==> config.mk <==
export PLATFORM = sky130hd
export DESIGN_NAME = census_disparity_match
export DESIGN_NICKNAME = d
export VERILOG_FILES = /design/src/rtl/census_disparity_match.sv
export SDC_FILE = /design/constraint.sdc
export NUM_CORES = 2
export LEC_CHECK = 0
export CORE_ASPECT_RATIO = 1.4
export CORE_MARGIN = 3
export CORE_UTILIZATION = 40
export CTS_BUF_LIST = sky130_fd_sc_hd__clkbuf_8
export CTS_CLUSTER_SIZE = 25
export DETAILED_ROUTE_END_ITERATION = 8
export PLACE_DENSITY = 0.67
export SLEW_MARGIN = 10
export SYNTH_ARGS = -nofsm -noshare
export SYNTH_HDL_FRONTEND = slang
export SYNTH_SLANG_ARGS = --single-unit
==> constraint.sdc <==
create_clock -name clk -period 24.6 [get_ports clk]
set_input_delay 2.46 -clock clk [delete_from_list [all_inputs] [get_ports clk]]
set_output_delay 2.46 -clock clk [all_outputs]
set_load 0.1 [all_outputs]
==> src/rtl/census_disparity_match.sv <==
// Census disparity matcher: per pixel, picks the lowest-Hamming-cost disparity
// among the legal candidates and streams it out with a fixed 3-cycle latency.
`timescale 1ns/1ps

module census_disparity_match #(
    parameter int unsigned CENSUS_BITS = 25,
    parameter int unsigned MAX_DISP    = 16,
    parameter int unsigned DISP_W      = 4,
    parameter int unsigned COST_W      = 5
) (
    input  logic                   clk,
    input  logic                   rst,
    input  logic                   in_valid,
    input  logic                   in_sol,
    input  logic [CENSUS_BITS-1:0] left_census,
    input  logic [CENSUS_BITS-1:0] right_census,
    output logic                   out_valid,
    output logic                   out_sol,
    output logic [DISP_W-1:0]      out_disp,
    output logic [COST_W-1:0]      out_cost
);

    localparam int unsigned HIST_N = MAX_DISP - 1;

    function automatic logic [COST_W-1:0] popcount(input logic [CENSUS_BITS-1:0] v);
        logic [COST_W-1:0] n;
        n = '0;
        for (int unsigned i = 0; i < CENSUS_BITS; i++) begin
            n = n + COST_W'(v[i]);
        end
        return n;
    endfunction

    logic [CENSUS_BITS-1:0] rh [HIST_N];
    logic [DISP_W-1:0]      fc;

    logic [CENSUS_BITS-1:0] xor_c    [MAX_DISP];
    logic [MAX_DISP-1:0]    legal_c;

    logic [CENSUS_BITS-1:0] xor_q    [MAX_DISP];
    logic [MAX_DISP-1:0]    legal1_q;
    logic                   v1_q;
    logic                   sol1_q;

    logic [COST_W-1:0]      cost_c   [MAX_DISP];
    logic [COST_W-1:0]      cost_q   [MAX_DISP];
    logic [MAX_DISP-1:0]    legal2_q;
    logic                   v2_q;
    logic                   sol2_q;

    logic [DISP_W-1:0]      best_d_c;
    logic [COST_W-1:0]      best_cost_c;

    // Candidate XORs and legality; only right pixels of the current line are legal.
    always_comb begin
        xor_c[0]   = left_census ^ right_census;
        legal_c    = '0;
        legal_c[0] = 1'b1;
        for (int unsigned d = 1; d < MAX_DISP; d++) begin
            xor_c[d]   = left_census ^ rh[d-1];
            legal_c[d] = !in_sol && (fc >= DISP_W'(d));
        end
    end

    // Right history shift register and line fill counter.
    always_ff @(posedge clk or negedge rst) begin
        if (!rst) begin
            for (int unsigned i = 0; i < HIST_N; i++) begin
                rh[i] <= '0;
            end
            fc <= '0;
        end else if (in_valid) begin
            rh[0] <= right_census;
            for (int unsigned i = 1; i < HIST_N; i++) begin
                rh[i] <= rh[i-1];
            end
            if (in_sol) begin
                fc <= DISP_W'(1);
            end else if (fc != DISP_W'(MAX_DISP - 1)) begin
                fc <= fc + DISP_W'(1);
            end
        end
    end

    // S1: XOR vectors and legal mask.
    always_ff @(posedge clk or negedge rst) begin
        if (!rst) begin
            for (int unsigned d = 0; d < MAX_DISP; d++) begin
                xor_q[d] <= '0;
            end
            legal1_q <= '0;
            sol1_q   <= 1'b0;
            v1_q     <= 1'b0;
        end else begin
            v1_q <= in_valid;
            if (in_valid) begin
                for (int unsigned d = 0; d < MAX_DISP; d++) begin
                    xor_q[d] <= xor_c[d];
                end
                legal1_q <= legal_c;
                sol1_q   <= in_sol;
            end
        end
    end

    always_comb begin
        for (int unsigned d = 0; d < MAX_DISP; d++) begin
            cost_c[d] = popcount(xor_q[d]);
        end
    end

    // S2: per-candidate Hamming costs.
    always_ff @(posedge clk or negedge rst) begin
        if (!rst) begin
            for (int unsigned d = 0; d < MAX_DISP; d++) begin
                cost_q[d] <= '0;
            end
            legal2_q <= '0;
            sol2_q   <= 1'b0;
            v2_q     <= 1'b0;
        end else begin
            v2_q <= v1_q;
            if (v1_q) begin
                for (int unsigned d = 0; d < MAX_DISP; d++) begin
                    cost_q[d] <= cost_c[d];
                end
                legal2_q <= legal1_q;
                sol2_q   <= sol1_q;
            end
        end
    end

    // Argmin over legal candidates; strict compare keeps the lowest d on ties.
    always_comb begin
        best_d_c    = '0;
        best_cost_c = cost_q[0];
        for (int unsigned d = 1; d < MAX_DISP; d++) begin
            if (legal2_q[d] && (cost_q[d] < best_cost_c)) begin
                best_cost_c = cost_q[d];
                best_d_c    = DISP_W'(d);
            end
        end
    end

    // S3: registered result; data holds while no result is produced.
    always_ff @(posedge clk or negedge rst) begin
        if (!rst) begin
            out_valid <= 1'b0;
            out_sol   <= 1'b0;
            out_disp  <= '0;
            out_cost  <= '0;
        end else begin
            out_valid <= v2_q;
            if (v2_q) begin
                out_sol  <= sol2_q;
                out_disp <= best_d_c;
                out_cost <= best_cost_c;
            end
        end
    end

endmodule

==> impl_results.md <==
* Top-Level Pins at 65
* FF+latch count, synth at 904
* Cts bufs inserted at 149
* Hpwl dp at 79.62 mm
* Die area at 0.1260 mm2
* Most frequent cells in the layout: dfrtp_1, a21oi_1, nor2_1
* Slew headroom at 22.00%
* Mapped Nets at 4754
* CTS Buffer Depth at 3
* Clock-pin slew on the worst setup and hold paths at 0.06 ns
* Main synth FF type: dfrtp_1
* Distinct cell type count after synthesis at 99
* Critical path's largest stage delay at 0.44 ns
* Asr flop ratio synth at 100.0%
* Tcrit/Tclk final at 93.87%
* Fraction of synthesized cell area in xor and xnor cells at 7.774%
* Largest net degree at the start of global routing at 231
* Most common cell after layout, fill and taps aside: dfrtp_1
* Post-synthesis mux area share at 10.26%
* DR pass1 iterations at 5
* CP endpoint kind: flip-flop
* Overflow after GRT at 0
* Share of cells above drive strength 1 at 17.74%
* Slowest-stage cell, CP: or4_4
* CP required at 25.29 ns
* Tightest Hold Check Type: reg2reg
* Critical Path Most Common Cell: ha_1
* Fillers at 11200
* Worst slack at placement at -0.4611 ns
* Area grow syn2layout at 11.34%
* Starting Density at 40.52%
* RePlAce Congestion at 0.7944
* Post-synthesis sequential area ratio at 46.48%
* Ys Warns at 0
* Post-Layout Cell Count at 6056
* Worst Tran Pin Value at 1.166 ns
* EDFF count, synth at 0
* Core area at 0.1201 mm2
* Via-to-Cell Ratio at 4.973
* CTS tree: built
* # clock sinks at 904
* Post-DRT Antenna Nets at 0
* DR WL/cell at 18.09 um
* Clock Skews at 0.03249 ns
* Total GRT Usage at 17.79%
* Residual DRC at 0
* Initial antenna violation count at 1
* Routed via count at 30120
* Critical path type: reg2reg
* DRT iter0 DRCs at 1751
* Post-Synth Simple-Gate Area at 5.828%
* Post-synthesis adder-cell area fraction at 15.12%
* # nets final at 4819
* Max-slew violations at 0
* H-tree Lvls at 4
* Crit Path Max Fanout at 12
* Vias in the first global route at 31330
* Main combinational cell family by area after synthesis: adder cells
* CTS root buf: clkbuf_8
* Hold Vio Cnt, Final at 0
* Core Util, Final at 45.12%
* Placed cell count at 5783
* Final WS setup at 1.507 ns
* Final wirelength at 109.6 mm
* Post-Syn Area at 0.04867 mm2
* Die Ht at 418.7 um
* Syn_area_per_cell at 11.34 um2
* Syn Inst Count at 4292
* Worst Setup Start Kind: flip-flop
* Die width at 300.8 um
* Tmin final at 23.09 ns
* First-pass GRT wire length at 174.3 mm
* Status: finished, final reports clean
* Max Clk Rate at 43.30 MHz
* IO Port Bufs at 64
* Max cap viols at 0
* Worst-Skew Late Latency at 0.83 ns
* Synth Area in Compound Gates at 9.589%
* Finish-stage setup viols at 0
* WP data arrival at 23.78 ns
* Rows at 150
-- state kept, by name, indices dropped and copies added, names as in the netlist --
| signal | flops |
|---|---|
| legal1_q | 15 |
| out_cost | 5 |
| out_valid | 1 |
| xor_q | 400 |
| cost_q | 80 |
| v2_q | 1 |
| out_disp | 4 |
| sol2_q | 1 |
| fc | 4 |
| v1_q | 1 |
| rh | 375 |
| out_sol | 1 |
| legal2_q | 15 |
| sol1_q | 1 |
-- synth_stat cells, drive strengths merged (5+ instances only) --
cell | count | area (um2)
dfrtp | 904 | 22620
a21oi | 504 | 2526
nor2 | 491 | 1843
mux2 | 432 | 4872
xnor2 | 432 | 3784
inv | 427 | 1603
fa | 288 | 5766
clkbuf | 175 | 656.9
ha | 120 | 1501
o21ai | 78 | 412.9
nand2 | 64 | 242.7
a21o | 46 | 345.3
buf | 36 | 151.4
nand3 | 18 | 90.09
nor3 | 18 | 100.1
o211ai | 18 | 135.1
nand2b | 16 | 100.1
a211oi | 14 | 110.1
o31ai | 14 | 123.9
o22ai | 13 | 87.58
mux2i | 12 | 120.1
or2 | 12 | 77.57
and2 | 11 | 71.32
nor2b | 11 | 76.32
a31o | 10 | 87.58
a31oi | 9 | 71.32
maj3 | 9 | 92.59
o21a | 9 | 67.56
and3 | 6 | 47.54
a2111oi | 5 | 68.82
a221o | 5 | 50.05
a311o | 5 | 50.05
nand4 | 5 | 31.28
-- kinds of logic after synthesis --
logic type	Yosys count
AO/OA/AOI/OAI	786
XOR/XNOR	432
adder cells (fa/ha/maj)	417
buffers and inverters	638
flip-flops	904
multiplexers	444
AND/OR/NAND/NOR	671
-- routing by layer --
| metal | track usage, % | vias to the layer above | wire length [um] |
|---|---|---|---|
| met5 | 0 | - | 0 |
| met3 | 2.558 | 162 | 3166 |
| met4 | 6.573 | 0 | 3207 |
| li1 | - | 14330 | - |
| met1 | 22.23 | 15190 | 46540 |
| met2 | 31.25 | 441 | 56660 |
-- metrics by stage --
step | hold slack [ns] | TNS, ns | cell area, um2
after CTS | 0.5042 | 0 | 53860
after global routing | 0.5196 | -0.007235 | 54190
after floorplan | 0.3519 | 0 | 48670
after global placement | 0.4829 | 0 | 50860
final | 0.4967 | 0 | 54190
after detailed placement | 0.4918 | -3.392 | 50860
-- path summary, 6_finish.rpt --
path,startpoint,to,slack [ns],cells past startpoint
min reg2reg,legal1_q[15],legal2_q[15],0.50,1
max in group asynchronous,rst,xor_q[0],19.26,5
min in group asynchronous,rst,xor_q[394],1.70,1
max,cost_q[77],out_cost[2],1.51,118
min,legal1_q[15],legal2_q[15],0.50,1
max reg2reg,cost_q[77],out_cost[2],1.51,118
-- critical path: cells and delay by family, from the launching register on --
kind,cells,cell delay [ns]
DFF,1,0.39
muxes,6,1.51
and+or+nand+nor,40,7.31
adders and majority gates,16,4.44
AOI/OAI and AO/OA,45,8.47
buffers and inverters,11,0.84
-- timing repair --
| action | CTS | global route |
|---|---|---|
| endpoints found under the setup margin | 9 | 9 |
| hold buffers | 0 | 0 |
| cloned | 0 | 0 |
| buffers inserted | 2 | 17 |
| pin swaps | 1 | 20 |
| gates resized for setup | 8 | 45 |
-- area by class of cell --
type	instances	area (um2)	area share [%]
repair buffers	125	1136	2.096
inverters	427	1603	2.958
multi-input cells	2750	23890	44.08
clock buffers	191	2629	4.851
well taps	1596	1997	3.685
diodes	1	2.502	0.004618
clock inverters	62	312.8	0.5772
flip-flops and latches	904	22630	41.75
Power is not shown: default switching activity piles up to over one toggle a cycle in this logic, so the estimate is an artifact.
